[config.mk]
export PLATFORM = sky130hd
export DESIGN_NAME = load_store_unit
export DESIGN_NICKNAME = d
export VERILOG_FILES = /design/src/rtl/lsu_pkg.sv /design/src/rtl/lsu_align.sv /design/src/rtl/load_store_unit.sv
export SDC_FILE = /design/constraint.sdc
export NUM_CORES = 1
export LEC_CHECK = 0
export CORE_MARGIN = 4
export CORE_UTILIZATION = 40
export CTS_CLUSTER_DIAMETER = 80
export DETAILED_ROUTE_END_ITERATION = 10
export PLACE_DENSITY_LB_ADDON = 0.25
export SLEW_MARGIN = 20
export SYNTH_ARGS = -nofsm -noshare
export SYNTH_HDL_FRONTEND = slang
export SYNTH_HIERARCHICAL = 1
export SYNTH_SLANG_ARGS = --single-unit
export TNS_END_PERCENT = 1
[constraint.sdc]
create_clock -name clk -period 5.18 [get_ports clk]
set_clock_uncertainty 0.2 [all_clocks]
set_input_delay 0.518 -clock clk [delete_from_list [all_inputs] [get_ports clk]]
set_output_delay 0.518 -clock clk [all_outputs]
set_load 0.03 [all_outputs]
[src/rtl/lsu_pkg.sv]
// Shared constants and types for the load/store unit.
`timescale 1ns/1ps
package lsu_pkg;

   // Default attached memory size in bytes (64 words).
   localparam int MEM_BYTES_DEF = 256;

   // RV32I funct3 width/sign codes for loads and stores.
   localparam logic [2:0] F3_B  = 3'd0;
   localparam logic [2:0] F3_H  = 3'd1;
   localparam logic [2:0] F3_W  = 3'd2;
   localparam logic [2:0] F3_BU = 3'd4;
   localparam logic [2:0] F3_HU = 3'd5;

   // Controller states.
   typedef enum logic [2:0] {
      ST_IDLE   = 3'd0,
      ST_LOAD   = 3'd1,
      ST_STORE  = 3'd2,
      ST_RMW_RD = 3'd3,
      ST_RMW_WR = 3'd4,
      ST_RESP   = 3'd5
   } lsu_state_t;

   // True when funct3 is a legal code for the given direction.
   function automatic logic f3_legal(input logic is_store, input logic [2:0] f3);
      if (is_store)
         f3_legal = (f3 <= F3_W);
      else
         f3_legal = (f3 == F3_B) || (f3 == F3_H) || (f3 == F3_W) ||
                    (f3 == F3_BU) || (f3 == F3_HU);
   endfunction

endpackage

[src/rtl/lsu_align.sv]
// Byte/halfword lane handling: load extraction with extension and store merge.
`timescale 1ns/1ps
module lsu_align
   import lsu_pkg::*;
(
   input  logic [31:0] i_load_word,
   input  logic [31:0] i_old_word,
   input  logic [15:0] i_wdata,
   input  logic [1:0]  i_offset,
   input  logic [2:0]  i_funct3,
   output logic [31:0] o_load_data,
   output logic [31:0] o_store_word
);

   // Pick the addressed byte/half out of the word and sign/zero extend it.
   function automatic logic [31:0] load_extend(input logic [31:0] word,
                                                input logic [1:0]  off,
                                                input logic [2:0]  f3);
      logic [7:0]  b;
      logic [15:0] h;
      case (off)
         2'd0:    b = word[7:0];
         2'd1:    b = word[15:8];
         2'd2:    b = word[23:16];
         default: b = word[31:24];
      endcase
      h = off[1] ? word[31:16] : word[15:0];
      case (f3)
         F3_B:    load_extend = {{24{b[7]}}, b};
         F3_BU:   load_extend = {24'h0, b};
         F3_H:    load_extend = {{16{h[15]}}, h};
         F3_HU:   load_extend = {16'h0, h};
         default: load_extend = word;
      endcase
   endfunction

   // Replace the addressed byte/half of the old word with the new store data.
   function automatic logic [31:0] store_merge(input logic [31:0] old,
                                               input logic [15:0] wd,
                                               input logic [1:0]  off,
                                               input logic [2:0]  f3);
      logic [31:0] w;
      w = old;
      if (f3[1:0] == 2'b01) begin
         if (off[1]) w[31:16] = wd;
         else        w[15:0]  = wd;
      end else begin
         case (off)
            2'd0:    w[7:0]   = wd[7:0];
            2'd1:    w[15:8]  = wd[7:0];
            2'd2:    w[23:16] = wd[7:0];
            default: w[31:24] = wd[7:0];
         endcase
      end
      store_merge = w;
   endfunction

   // Both paths are purely combinational.
   always_comb begin
      o_load_data  = load_extend(i_load_word, i_offset, i_funct3);
      o_store_word = store_merge(i_old_word, i_wdata, i_offset, i_funct3);
   end

endmodule

[src/rtl/load_store_unit.sv]
// Data-memory initiator: one load/store at a time, alignment/range checks,
// sub-word loads with extension and sub-word stores via read-modify-write.
`timescale 1ns/1ps
module load_store_unit
   import lsu_pkg::*;
#(
   parameter int MEM_BYTES = MEM_BYTES_DEF
) (
   input  logic        clk,
   input  logic        rst,
   input  logic        req,
   input  logic        we,
   input  logic [2:0]  funct3,
   input  logic [31:0] addr,
   input  logic [31:0] wdata,
   output logic        busy,
   output logic        done,
   output logic        err,
   output logic [31:0] rdata,
   output logic        mem_read,
   output logic        mem_write,
   output logic [31:0] mem_addr,
   output logic [31:0] mem_wdata,
   input  logic [31:0] mem_rdata
);

   lsu_state_t  r_state;
   lsu_state_t  w_state_next;

   logic        r_we;
   logic [2:0]  r_funct3;
   logic [31:0] r_addr;
   logic [31:0] r_wdata;
   logic [31:0] r_merge;
   logic [31:0] r_rdata;
   logic        r_err;

   logic        w_f3_illegal;
   logic        w_misalign;
   logic        w_out_of_range;
   logic        w_req_err;
   logic        w_accept;
   logic [31:0] w_load_data;
   logic [31:0] w_store_word;

   assign w_accept = (r_state == ST_IDLE) && req;

   // Classify the incoming request from the live inputs at the accept edge.
   always_comb begin
      w_f3_illegal   = !f3_legal(we, funct3);
      w_misalign     = ((funct3[1:0] == 2'b01) && addr[0]) ||
                       ((funct3[1:0] == 2'b10) && (addr[1:0] != 2'b00));
      w_out_of_range = (addr >= 32'(MEM_BYTES));
      w_req_err      = w_f3_illegal || w_misalign || w_out_of_range;
   end

   lsu_align u_align (
      .i_load_word  (mem_rdata),
      .i_old_word   (r_merge),
      .i_wdata      (r_wdata[15:0]),
      .i_offset     (r_addr[1:0]),
      .i_funct3     (r_funct3),
      .o_load_data  (w_load_data),
      .o_store_word (w_store_word)
   );

   // State register.
   always_ff @(posedge clk) begin
      if (rst) r_state <= ST_IDLE;
      else     r_state <= w_state_next;
   end

   // Next-state decode and per-state memory strobes / handshake outputs.
   always_comb begin
      w_state_next = r_state;
      busy         = (r_state != ST_IDLE);
      done         = 1'b0;
      err          = 1'b0;
      mem_read     = 1'b0;
      mem_write    = 1'b0;
      mem_wdata    = 32'h0;
      case (r_state)
         ST_IDLE: begin
            if (req) begin
               if (w_req_err)          w_state_next = ST_RESP;
               else if (!we)           w_state_next = ST_LOAD;
               else if (funct3 == F3_W) w_state_next = ST_STORE;
               else                    w_state_next = ST_RMW_RD;
            end
         end
         ST_LOAD: begin
            mem_read     = 1'b1;
            w_state_next = ST_RESP;
         end
         ST_STORE: begin
            mem_write    = r_we && !rst;
            mem_wdata    = r_wdata;
            w_state_next = ST_RESP;
         end
         ST_RMW_RD: begin
            mem_read     = 1'b1;
            w_state_next = ST_RMW_WR;
         end
         ST_RMW_WR: begin
            mem_write    = r_we && !rst;
            mem_wdata    = w_store_word;
            w_state_next = ST_RESP;
         end
         ST_RESP: begin
            done         = 1'b1;
            err          = r_err;
            w_state_next = ST_IDLE;
         end
         default: w_state_next = ST_IDLE;
      endcase
   end

   // Request capture; everything downstream works from these copies only.
   always_ff @(posedge clk) begin
      if (rst) begin
         r_we     <= 1'b0;
         r_funct3 <= 3'd0;
         r_addr   <= 32'h0;
         r_wdata  <= 32'h0;
         r_err    <= 1'b0;
      end else if (w_accept) begin
         r_we     <= we;
         r_funct3 <= funct3;
         r_addr   <= addr;
         r_wdata  <= wdata;
         r_err    <= w_req_err;
      end
   end

   // Old word for sub-word stores, captured during the read half of RMW.
   always_ff @(posedge clk) begin
      if (rst)                      r_merge <= 32'h0;
      else if (r_state == ST_RMW_RD) r_merge <= mem_rdata;
   end

   // Load result; only successful loads ever update it.
   always_ff @(posedge clk) begin
      if (rst)                    r_rdata <= 32'h0;
      else if (r_state == ST_LOAD) r_rdata <= w_load_data;
   end

   assign rdata    = r_rdata;
   assign mem_addr = {r_addr[31:2], 2'b00};

endmodule
==> flow_metrics.env, run 1 <==
export IMPL_grt_overflow=0
export IMPL_drc=0
export IMPL_grt_setup_unrepaired="false"
export IMPL_area_of_the_multi_input_gates_um2=3560
export IMPL_ys_seq_elements=136
export IMPL_cp_arrival_ps=3470
export IMPL_path_buf_inv=1
export IMPL_cts_post_setup_buffers_inserted=0
export IMPL_first_pass_iters=5
export IMPL_path_class_of_the_lowest_slack_min_delay_path="register to register"
export IMPL_cp_slowest_cell="sky130_fd_sc_hd__dfxtp_1"
export IMPL_placement_rows=47
export IMPL_synth_top_cells_by_area="sky130_fd_sc_hd__dfxtp_1 39%, sky130_fd_sc_hd__nand2_1 16%, sky130_fd_sc_hd__a21oi_1 9.7%"
export IMPL_p_r_area_growth_vs_syn_pct=34.7
export IMPL_finalHoldViolCount=0
export IMPL_cts_tree="yes"
export IMPL_vias_per_cell=5.33
export IMPL_initial_utilization_pct=41.3
export IMPL_final_layout_size_suffix_gt1_share_pct=8.97
export IMPL_worst_hold_slack_ps=251
export IMPL_io_buffer_count=201
export IMPL_drt_wirelength_per_cell_um=17.9
export IMPL_grt_use_total_pct=21.8
export IMPL_critical_path_peak_fanout=26
export IMPL_route_met2_wl_um=10700
export IMPL_floorplan_die_area_um2=19500
export IMPL_max_slew_margin_rel_pct=27.0
export IMPL_via_count=6586
export IMPL_cp_cell_sequence="nor2b_1 > o21ai_1 > a22oi_1 > a22o_1 > clkdlybuf4s50_1"
export IMPL_cts_buffers=17
export IMPL_num_nets_final=1105
export IMPL_final_common_cell="sky130_fd_sc_hd__nand2_1"
export IMPL_drt_met1_wl_um=8880
export IMPL_worst_skew_pair_late_latency_ps=430
export IMPL_cts_buffer_depth=2
export IMPL_netlist_cell_types=62
export IMPL_outcome="complete, no violations"
export IMPL_layout_cells_most_common_list="299 x sky130_fd_sc_hd__nand2_1, 200 x sky130_fd_sc_hd__clkdlybuf4s50_1, 136 x sky130_fd_sc_hd__dfxtp_1"
export IMPL_clkSinkCount=136
export IMPL_period_share_pct=80.9
export IMPL_sequential_cell_area_um2=2720
export IMPL_timing_worst_setup_path_type="register to output port"
export IMPL_mappedNetlistArea_um2=6950
export IMPL_synth_yosys_seq_area_share_pct=39.2
export IMPL_antenna_violations_before_repair=1
export IMPL_number_of_global_route_vias_before_repair=6329
export IMPL_pwr_per_cell_area_nw_per_um2=360
export IMPL_drtAntennaViolNets=0
export IMPL_max_cap_viol_count=0
export IMPL_synth_main_ff_cell="sky130_fd_sc_hd__dfxtp_1"
export IMPL_synth_edff_count=0
export IMPL_peakVddDrop_v=0.000217
export IMPL_num_antenna_cells=0
export IMPL_h_tree_depth=4
export IMPL_highest_signal_layer="met5"
export IMPL_synth_top_area_share_pct=39.2
export IMPL_wl_met3_um=2060
export IMPL_cts_clk_pin_slew_worst_paths_ps=60
export IMPL_root_buffer="sky130_fd_sc_hd__clkbuf_16"
export IMPL_n_fill_cell=1641
export IMPL_ctsResizeCount=0
export IMPL_cpPeakStageDelay_ps=800
export IMPL_first_pass_grt_wire_length_um=33800
export IMPL_die_w_um=140
export IMPL_synth_top_cell_by_area="sky130_fd_sc_hd__dfxtp_1"
export IMPL_finalSetupViolCount=0
export IMPL_total_leakage_power_nw=3.33
export IMPL_detailedPlacementHpwl_um=15600
export IMPL_cp_top_family="compound AO/OA/AOI/OAI gates"
export IMPL_fmaxAchievable_ghz=0.239
export IMPL_gp_congestion=0.856
export IMPL_post_route_min_period_ps=4190
export IMPL_dieHeight_um=140
export IMPL_start_kind="register"
export IMPL_pin_count_of_the_biggest_net_entering_global_routing=105
export IMPL_detail_route_iter0_violations=458
export IMPL_timing_critical_path_to_type="output port"
export IMPL_finalWirelength_um=22100
export IMPL_fp_coreArea_um2=16800
export IMPL_worst_slew_pin_transition_ps=1090
export IMPL_regToRegSetupSlack_ps=2490
export IMPL_ys_warnings_count=6
export IMPL_final_max_slew_violation_count=0
export IMPL_avgSynthCellArea_um2=7.95
export IMPL_num_io_pins=204
export IMPL_cts_hold_repair_buffers=0
export IMPL_tns_ps=0
export IMPL_required_time_of_the_critical_path_ps=4460
export IMPL_synthesis_instances=874
export IMPL_ys_async_sr_fraction_pct=0
-- area by class of cell --
cell class | instances | area share [%]
inverter | 14 | 0.562
sequential | 136 | 29.1
multi-input combinational | 624 | 38.0
clock inverter | 12 | 2.35
timing repair buffer | 209 | 22.2
clock buffer | 20 | 4.88
tap | 220 | 2.94
-- power breakdown --
part	leakage [nW]	internal, mW	total [mW]	switching, mW
combinational	1.89	0.325	0.786	0.462
clock	0.330	0.928	1.40	0.470
sequential	1.11	1.13	1.19	0.0622
total	3.33	2.38	3.37	0.993
-- path summary, 6_finish.rpt --
path / startpoint / endpoint / cells after the start
worst max register to register: r_addr[1] / rdata[29] / 6
worst min-delay path: r_we / r_we / 2
worst max-delay path: r_funct3[0] / mem_wdata[10] / 5
worst min register to register: r_we / r_we / 2
-- metal layers --
layer	up-vias	GRT usage, %
met5	-	0
met4	2	7.24
met3	42	7.96
met2	259	36.4
met1	3063	26.0
li1	3220	-
-- synth_stat cells, types with 2 or more instances --
master                      number
sky130_fd_sc_hd__nand2_1       301
sky130_fd_sc_hd__dfxtp_1       136
sky130_fd_sc_hd__a21oi_1       135
sky130_fd_sc_hd__buf_4          44
sky130_fd_sc_hd__a22o_1         32
sky130_fd_sc_hd__clkbuf_1       31
sky130_fd_sc_hd__mux2_2         17
sky130_fd_sc_hd__inv_1          12
sky130_fd_sc_hd__buf_2          10
sky130_fd_sc_hd__buf_6           9
sky130_fd_sc_hd__mux2i_1         9
sky130_fd_sc_hd__o21ai_0         9
sky130_fd_sc_hd__a2bb2oi_1       8
sky130_fd_sc_hd__o22a_1          8
sky130_fd_sc_hd__or3_1           8
sky130_fd_sc_hd__a22oi_1         7
sky130_fd_sc_hd__o21bai_1        7
sky130_fd_sc_hd__o311a_1         7
sky130_fd_sc_hd__o31ai_1         7
sky130_fd_sc_hd__or3b_2          7
sky130_fd_sc_hd__mux4_2          6
sky130_fd_sc_hd__nor2_1          6
sky130_fd_sc_hd__nor4_1          5
sky130_fd_sc_hd__buf_1           4
sky130_fd_sc_hd__nor2b_1         3
sky130_fd_sc_hd__and2_1          2
sky130_fd_sc_hd__buf_8           2
sky130_fd_sc_hd__inv_2           2
sky130_fd_sc_hd__mux4_1          2
sky130_fd_sc_hd__nand2b_1        2
sky130_fd_sc_hd__nand4_1         2
sky130_fd_sc_hd__nor3_1          2
sky130_fd_sc_hd__nor3b_2         2
sky130_fd_sc_hd__o22ai_1         2
-- logic make-up after synthesis --
kind of cell	Yosys count	share of synthesized area (%)
muxes	34	6.75
DFF	136	39.2
and+or+nand+nor	354	22.0
AOI/OAI and AO/OA	234	22.0
buffers and inverters	115	10.1
other	1	0.0540
-- registers in the layout, indices dropped and copies added (netlist names) --
name,count
r_funct3,3
r_state,3
r_wdata,32
r_err,1
r_merge,32
r_we,1
r_addr,32
rdata,32
-- worst register-to-register path: stages, from the launching register on --
cell,delay [ps]
sky130_fd_sc_hd__dfxtp_1,430
sky130_fd_sc_hd__buf_4,430
sky130_fd_sc_hd__mux4_2,630
sky130_fd_sc_hd__a32oi_4,540
sky130_fd_sc_hd__nand2_1,120
sky130_fd_sc_hd__nand2_1,100
sky130_fd_sc_hd__a21oi_1,70
-- metrics by stage --
stage                     worst slack [ps]  instances  utilization [%]  instance area (um2)  total power, mW
after floorplan                       2770        875                -                 6950             1.73
after global placement                1490       1202             51.5                 8660             1.99
after detailed placement              1490       1202             51.5                 8670             1.99
after global routing                   729       1235             55.6                 9360             3.51
final                                  988       1235             55.6                 9360             3.37
after CTS                             1020       1234             55.5                 9340             3.39
Note: power is estimated with default switching activity, not from simulation.
==> inputs of run 2 (changes only) <==
- clock period: 5.18 -> 4 ns (I/O delays scaled with it)
==> run 2 against run 1 <==
Effect of this change: register-to-register slack worse by 1400 ps; final area down 0.43%; flip-flop and latch count unchanged; sequential power up 29%; total power up 25%; routed wire length down 1.7%; first-iteration DRC count up 25%.
==> flow_metrics.env, run 2 (synthesis gave the netlist of run 1 again) <==
export IMPL_cts_buffer_depth=2
export IMPL_grt_overflow=0
export IMPL_peakVddDrop_v=0.000316
export IMPL_tns_ps=0
export IMPL_net_switching_component_of_the_power_mw=1.27
export IMPL_critical_path_peak_fanout=17
export IMPL_max_cap_viol_count=0
export IMPL_detail_route_iter0_violations=573
export IMPL_placement_rows=47
export IMPL_path_class_of_the_lowest_slack_min_delay_path="register to register"
export IMPL_worst_skew_pair_late_latency_ps=410
export IMPL_start_kind="register"
export IMPL_cp_arrival_ps=2890
export IMPL_number_of_global_route_vias_before_repair=6039
export IMPL_layout_cells_most_common_list="300 x sky130_fd_sc_hd__nand2_1, 200 x sky130_fd_sc_hd__clkdlybuf4s50_1, 136 x sky130_fd_sc_hd__dfxtp_1"
export IMPL_first_pass_iters=5
export IMPL_outcome="complete, no violations"
export IMPL_die_w_um=140
export IMPL_cellInternalPower_mw=2.95
export IMPL_period_share_pct=87.4
export IMPL_timing_critical_path_to_type="output port"
export IMPL_pwr_per_cell_area_nw_per_um2=454
export IMPL_fp_coreArea_um2=16800
export IMPL_pin_count_of_the_biggest_net_entering_global_routing=75
export IMPL_final_design_area_no_fill_um2=9320
export IMPL_timing_worst_setup_path_type="register to output port"
export IMPL_finalHoldViolCount=0
export IMPL_cts_post_setup_buffers_inserted=0
export IMPL_fmaxAchievable_ghz=0.286
export IMPL_path_buf_inv=2
export IMPL_cpPeakStageDelay_ps=700
export IMPL_sequential_cell_area_um2=2720
export IMPL_post_route_min_period_ps=3490
export IMPL_cts_buffers=17
export IMPL_cp_slowest_cell="sky130_fd_sc_hd__dfxtp_1"
export IMPL_initial_utilization_pct=41.3
export IMPL_final_layout_size_suffix_gt1_share_pct=9.14
export IMPL_dpl_instance_area_um2=8690
export IMPL_sequentialPowerShare_pct=36.4
export IMPL_grt_use_total_pct=21.2
export IMPL_total_leakage_power_nw=3.32
export IMPL_floorplan_die_area_um2=19500
export IMPL_worst_slew_pin_transition_ps=1050
export IMPL_io_buffer_count=201
export IMPL_n_fill_cell=1641
export IMPL_ctsResizeCount=0
export IMPL_area_of_the_multi_input_gates_um2=3550
export IMPL_drtAntennaViolNets=0
export IMPL_num_nets_final=1108
export IMPL_first_pass_grt_wire_length_um=33200
export IMPL_vias_per_cell=5.25
export IMPL_drc=0
export IMPL_num_antenna_cells=0
export IMPL_gp_congestion=0.931
export IMPL_root_buffer="sky130_fd_sc_hd__clkbuf_16"
export IMPL_cts_clk_pin_slew_worst_paths_ps=60
export IMPL_drt_wirelength_per_cell_um=17.6
export IMPL_final_max_slew_violation_count=0
export IMPL_num_io_pins=204
export IMPL_final_common_cell="sky130_fd_sc_hd__nand2_1"
export IMPL_max_slew_margin_rel_pct=29.9
export IMPL_grt_setup_unrepaired="false"
export IMPL_cp_top_family="buffers and inverters"
export IMPL_cts_tree="yes"
export IMPL_finalSetupViolCount=0
export IMPL_cts_hold_repair_buffers=0
export IMPL_detailedPlacementHpwl_um=15500
export IMPL_via_count=6489
export IMPL_required_time_of_the_critical_path_ps=3400
export IMPL_antenna_violations_before_repair=1
export IMPL_finalWirelength_um=21800
export IMPL_switching_share_pct=30.1
export IMPL_power_share_clock_pct=39.5
export IMPL_h_tree_depth=4
export IMPL_clkSinkCount=136
export IMPL_cp_cell_sequence="inv_2 > a21oi_2 > a2bb2oi_1 > a22o_1 > clkdlybuf4s50_1"
export IMPL_p_comb_share_pct=24.1
export IMPL_p_r_area_growth_vs_syn_pct=34.1
export IMPL_dieHeight_um=140
[run 2: cell type report]
class / count / area share, %
clock buffer: 19 / 4.86
inverter: 14 / 0.564
tap: 220 / 2.95
sequential: 136 / 29.2
clock inverter: 12 / 1.85
multi-input combinational: 624 / 38.1
timing repair buffer: 212 / 22.5
[run 2: per-layer routing]
metal	vias up	global-route usage, %	wire length [um]
li1	3220	-	-
met1	3010	26.8	9320
met2	225	34.6	10300
met3	32	7.07	1760
met4	2	5.97	387
met5	-	0	12
[run 2: stage by stage]
| stage | cells | util (%) | worst slack (ps) | total power [mW] | hold WS (ps) |
|---|---|---|---|---|---|
| 4_1_cts | 1237 | 55.4 | 515 | 4.26 | 254 |
| 3_5_place_dp | 1206 | 51.7 | 970 | 2.58 | 246 |
| 5_1_grt | 1237 | 55.4 | 388 | 4.40 | 266 |
| 3_3_place_gp | 1206 | 51.7 | 1000 | 2.58 | 238 |
| 6_report | 1237 | 55.4 | 505 | 4.23 | 252 |
| 2_1_floorplan | 875 | - | 1710 | 2.24 | 232 |
[run 2: final timing paths]
| check | endpoint | from | slack [ps] | cells after the start |
|---|---|---|---|---|
| worst max register to register | rdata[30] | r_addr[1] | 1110 | 6 |
| worst max-delay path | mem_wdata[26] | r_addr[1] | 510 | 5 |
| worst min register to register | r_addr[24] | r_addr[24] | 250 | 2 |
| worst min-delay path | r_addr[24] | r_addr[24] | 250 | 2 |
[run 2: power by group through the flow]
stage               Clock (mW)  Sequential [mW]  Combinational, mW
floorplan                    0             1.62              0.624
global placement             0             1.56               1.01
detailed placement           0             1.57               1.02
CTS                       1.70             1.54               1.02
global route              1.75             1.55               1.10
finish                    1.67             1.54               1.02
[run 2: worst reg2reg max path, delay by kind of cell (launching register included)]
kind / cells / cell delay, ps
buf+inv: 1 / 410
simple gates: 2 / 210
flops: 1 / 700
compound gates: 2 / 600
mux: 1 / 610
==> edit: new RTL, config.mk and constraints of run 2 <==
Reset style: asynchronous (`rst`), changed in 4 clocked blocks.
--- a/src/rtl/load_store_unit.sv
+++ b/src/rtl/load_store_unit.sv
@@ -65,7 +65,7 @@
    );
 
    // State register.
-   always_ff @(posedge clk) begin
+   always_ff @(posedge clk or posedge rst) begin
       if (rst) r_state <= ST_IDLE;
       else     r_state <= w_state_next;
    end
@@ -116,7 +116,7 @@
    end
 
    // Request capture; everything downstream works from these copies only.
-   always_ff @(posedge clk) begin
+   always_ff @(posedge clk or posedge rst) begin
       if (rst) begin
          r_we     <= 1'b0;
          r_funct3 <= 3'd0;
@@ -133,13 +133,13 @@
    end
 
    // Old word for sub-word stores, captured during the read half of RMW.
-   always_ff @(posedge clk) begin
+   always_ff @(posedge clk or posedge rst) begin
       if (rst)                      r_merge <= 32'h0;
       else if (r_state == ST_RMW_RD) r_merge <= mem_rdata;
    end
 
    // Load result; only successful loads ever update it.
-   always_ff @(posedge clk) begin
+   always_ff @(posedge clk or posedge rst) begin
       if (rst)                    r_rdata <= 32'h0;
       else if (r_state == ST_LOAD) r_rdata <= w_load_data;
    end
Function: differs if rst is asserted again (counterexample within 4 cycles, from zero or initial values and one cycle with rst high); with rst held inactive, the same outputs for 10 cycles.
==> edit against run 2 <==
  * Non-clock buffer count increased by 1
  * Sequential share of layout area increased by 4.8 points
  * Area after synthesis increased by 9.8%
  * Global-route usage decreased by 1.7 points
  * Cell count decreased by 21%
  * Sequential cell count unchanged
  * Via count decreased by 18%
  * Design area increased by 7.3%
  * Routed wire length decreased by 3.1%
  * Worst setup slack got worse by 150 ps
  * Largest cell class unchanged
Power is not compared: it rests on default switching activity, and its combinational part moved more than twofold at a synthesized area within 25%.
==> edit: results (changes against run 2) <==
post_route_cells_drive_above_1_share_pct: 27.42  # +18 points
signal_buffers: 213  # +0.47%
antenna_found_initial: 0  # -1
multi_input_area_share_pct: 36.01  # -2.1 points
gr-usage-all-layers_pct: 19.51  # -1.7 points
netlist_top_cells_area: "dfrtp_1 (45%), mux2_4 (13%), mux2_2 (11%)"
seq_area_um2: 3403  # +25%
numCtsBuffers: 17  # unchanged
finish.net_count: 839  # -24%
routed_via_density: 5.456  # +4.0%
status: "finished, final reports clean"
grt_max_degree: 74  # -1.3%
finalNonFillerCells: 978  # -21%
holdWs_ps: 172.8  # -78.87 ps
rr_worst_depth: 5  # -1
synth_common_cells: "dfrtp_1 (136), mux2_2 (72), mux2_4 (67), buf_4 (39), nand2_1 (36)"
nFlopsAndLatches: 136  # unchanged
path_clk_slew_ps: 50
first_iter_violations: 327  # -43%
clkbuf_count: 22  # +3
async_reset_ff_share_pct: 100.0  # +100 points
synth_compound_area_share_pct: 11.33  # -11 points
finalCriticalPeriod_ps: 3641  # +146.4 ps
rrSetupSlack_ps: 1000  # -110 ps
synth_fa_ha_area_share_pct: 0.1312  # +0.13 points
cp_slowest_stage_delay_ps: 590  # -110 ps
min_path_type: "in2async"
placed_area_um2: 9469  # +9.0%
r2r-end: "rdata[16]"
area_share_nonclk_buffers_pct: 21.16  # -1.3 points
crit_family: "compound AO/OA/AOI/OAI gates"
grt_first_pass_wirelength_um: 32890  # -1.0%
fin_total_pwr_mw: 8.473
dp_cells: 951  # -21%
pre_cts_slack_ps: 837.7  # -131.8 ps
synth_top_family_by_area: "multiplexers"
synth.avg_cell_area_um2: 13.27  # +67%
worstPathMaxFanout: 12  # -5
place.gp.congestion: 0.8189  # -12%
cp_slowest_cell: "clkdlybuf4s50_1"
insertion_delay_ps: 410  # about the same
synthMuxAreaShare_pct: 28.93  # +22 points
cts_buffer_depth: 2  # unchanged
fillers: 1559  # -5.0%
wl_per_cell_um: 21.57  # +23%
clkCellAreaFrac_pct: 5.246  # -1.5 points
inverters_excl_clock: 15  # +1
multi_input_comb_cells: 353  # -43%
comb_power_mw: 4.63
synth_seq_area_share_pct: 44.61  # +5.4 points
synthDistinctLibCells: 59  # -4.8%
r2r_start: "r_addr[1]"
arrival_ps: 3040  # +150 ps
hpwlAfterDp_um: 15520  # about the same
synth-xor-area-share_pct: 0.1148  # +0.11 points
grt_pass1_vias: 5757  # -4.7%
tightestPinTransition_ps: 917.4  # -131.7 ps
-- edit: cell types whose count changed after synthesis, sizes merged, moves of 23 or more --
cell | before | now
dfxtp | 136 | 0
mux2 | 17 | 149
nand2 | 301 | 36
clkbuf | 32 | 9
dfrtp | 0 | 136
a21oi | 137 | 3
-- edit: worst max-delay path by stage --
stage	slack, ps	from	cells after the start	to
2_1_floorplan	480	rst	2	mem_write
4_1_cts	390	r_funct3[1]	5	mem_wdata[0]
3_3_place_gp	930	r_funct3[1]	5	mem_wdata[7]
5_1_grt	280	r_funct3[1]	5	mem_wdata[7]
3_5_place_dp	840	r_funct3[1]	5	mem_wdata[0]
6_report	360	r_funct3[1]	5	mem_wdata[0]
-- edit: per-layer routing --
| layer | global-route usage [%] | vias to the layer above | wire (um) |
|---|---|---|---|
| li1 | - | 2412 | - |
| met1 | 24.44 | 2669 | 8832 |
| met2 | 32.89 | 226 | 10410 |
| met3 | 5.493 | 29 | 1456 |
| met4 | 6.115 | 0 | 392 |
| met5 | 0 | - | 0 |
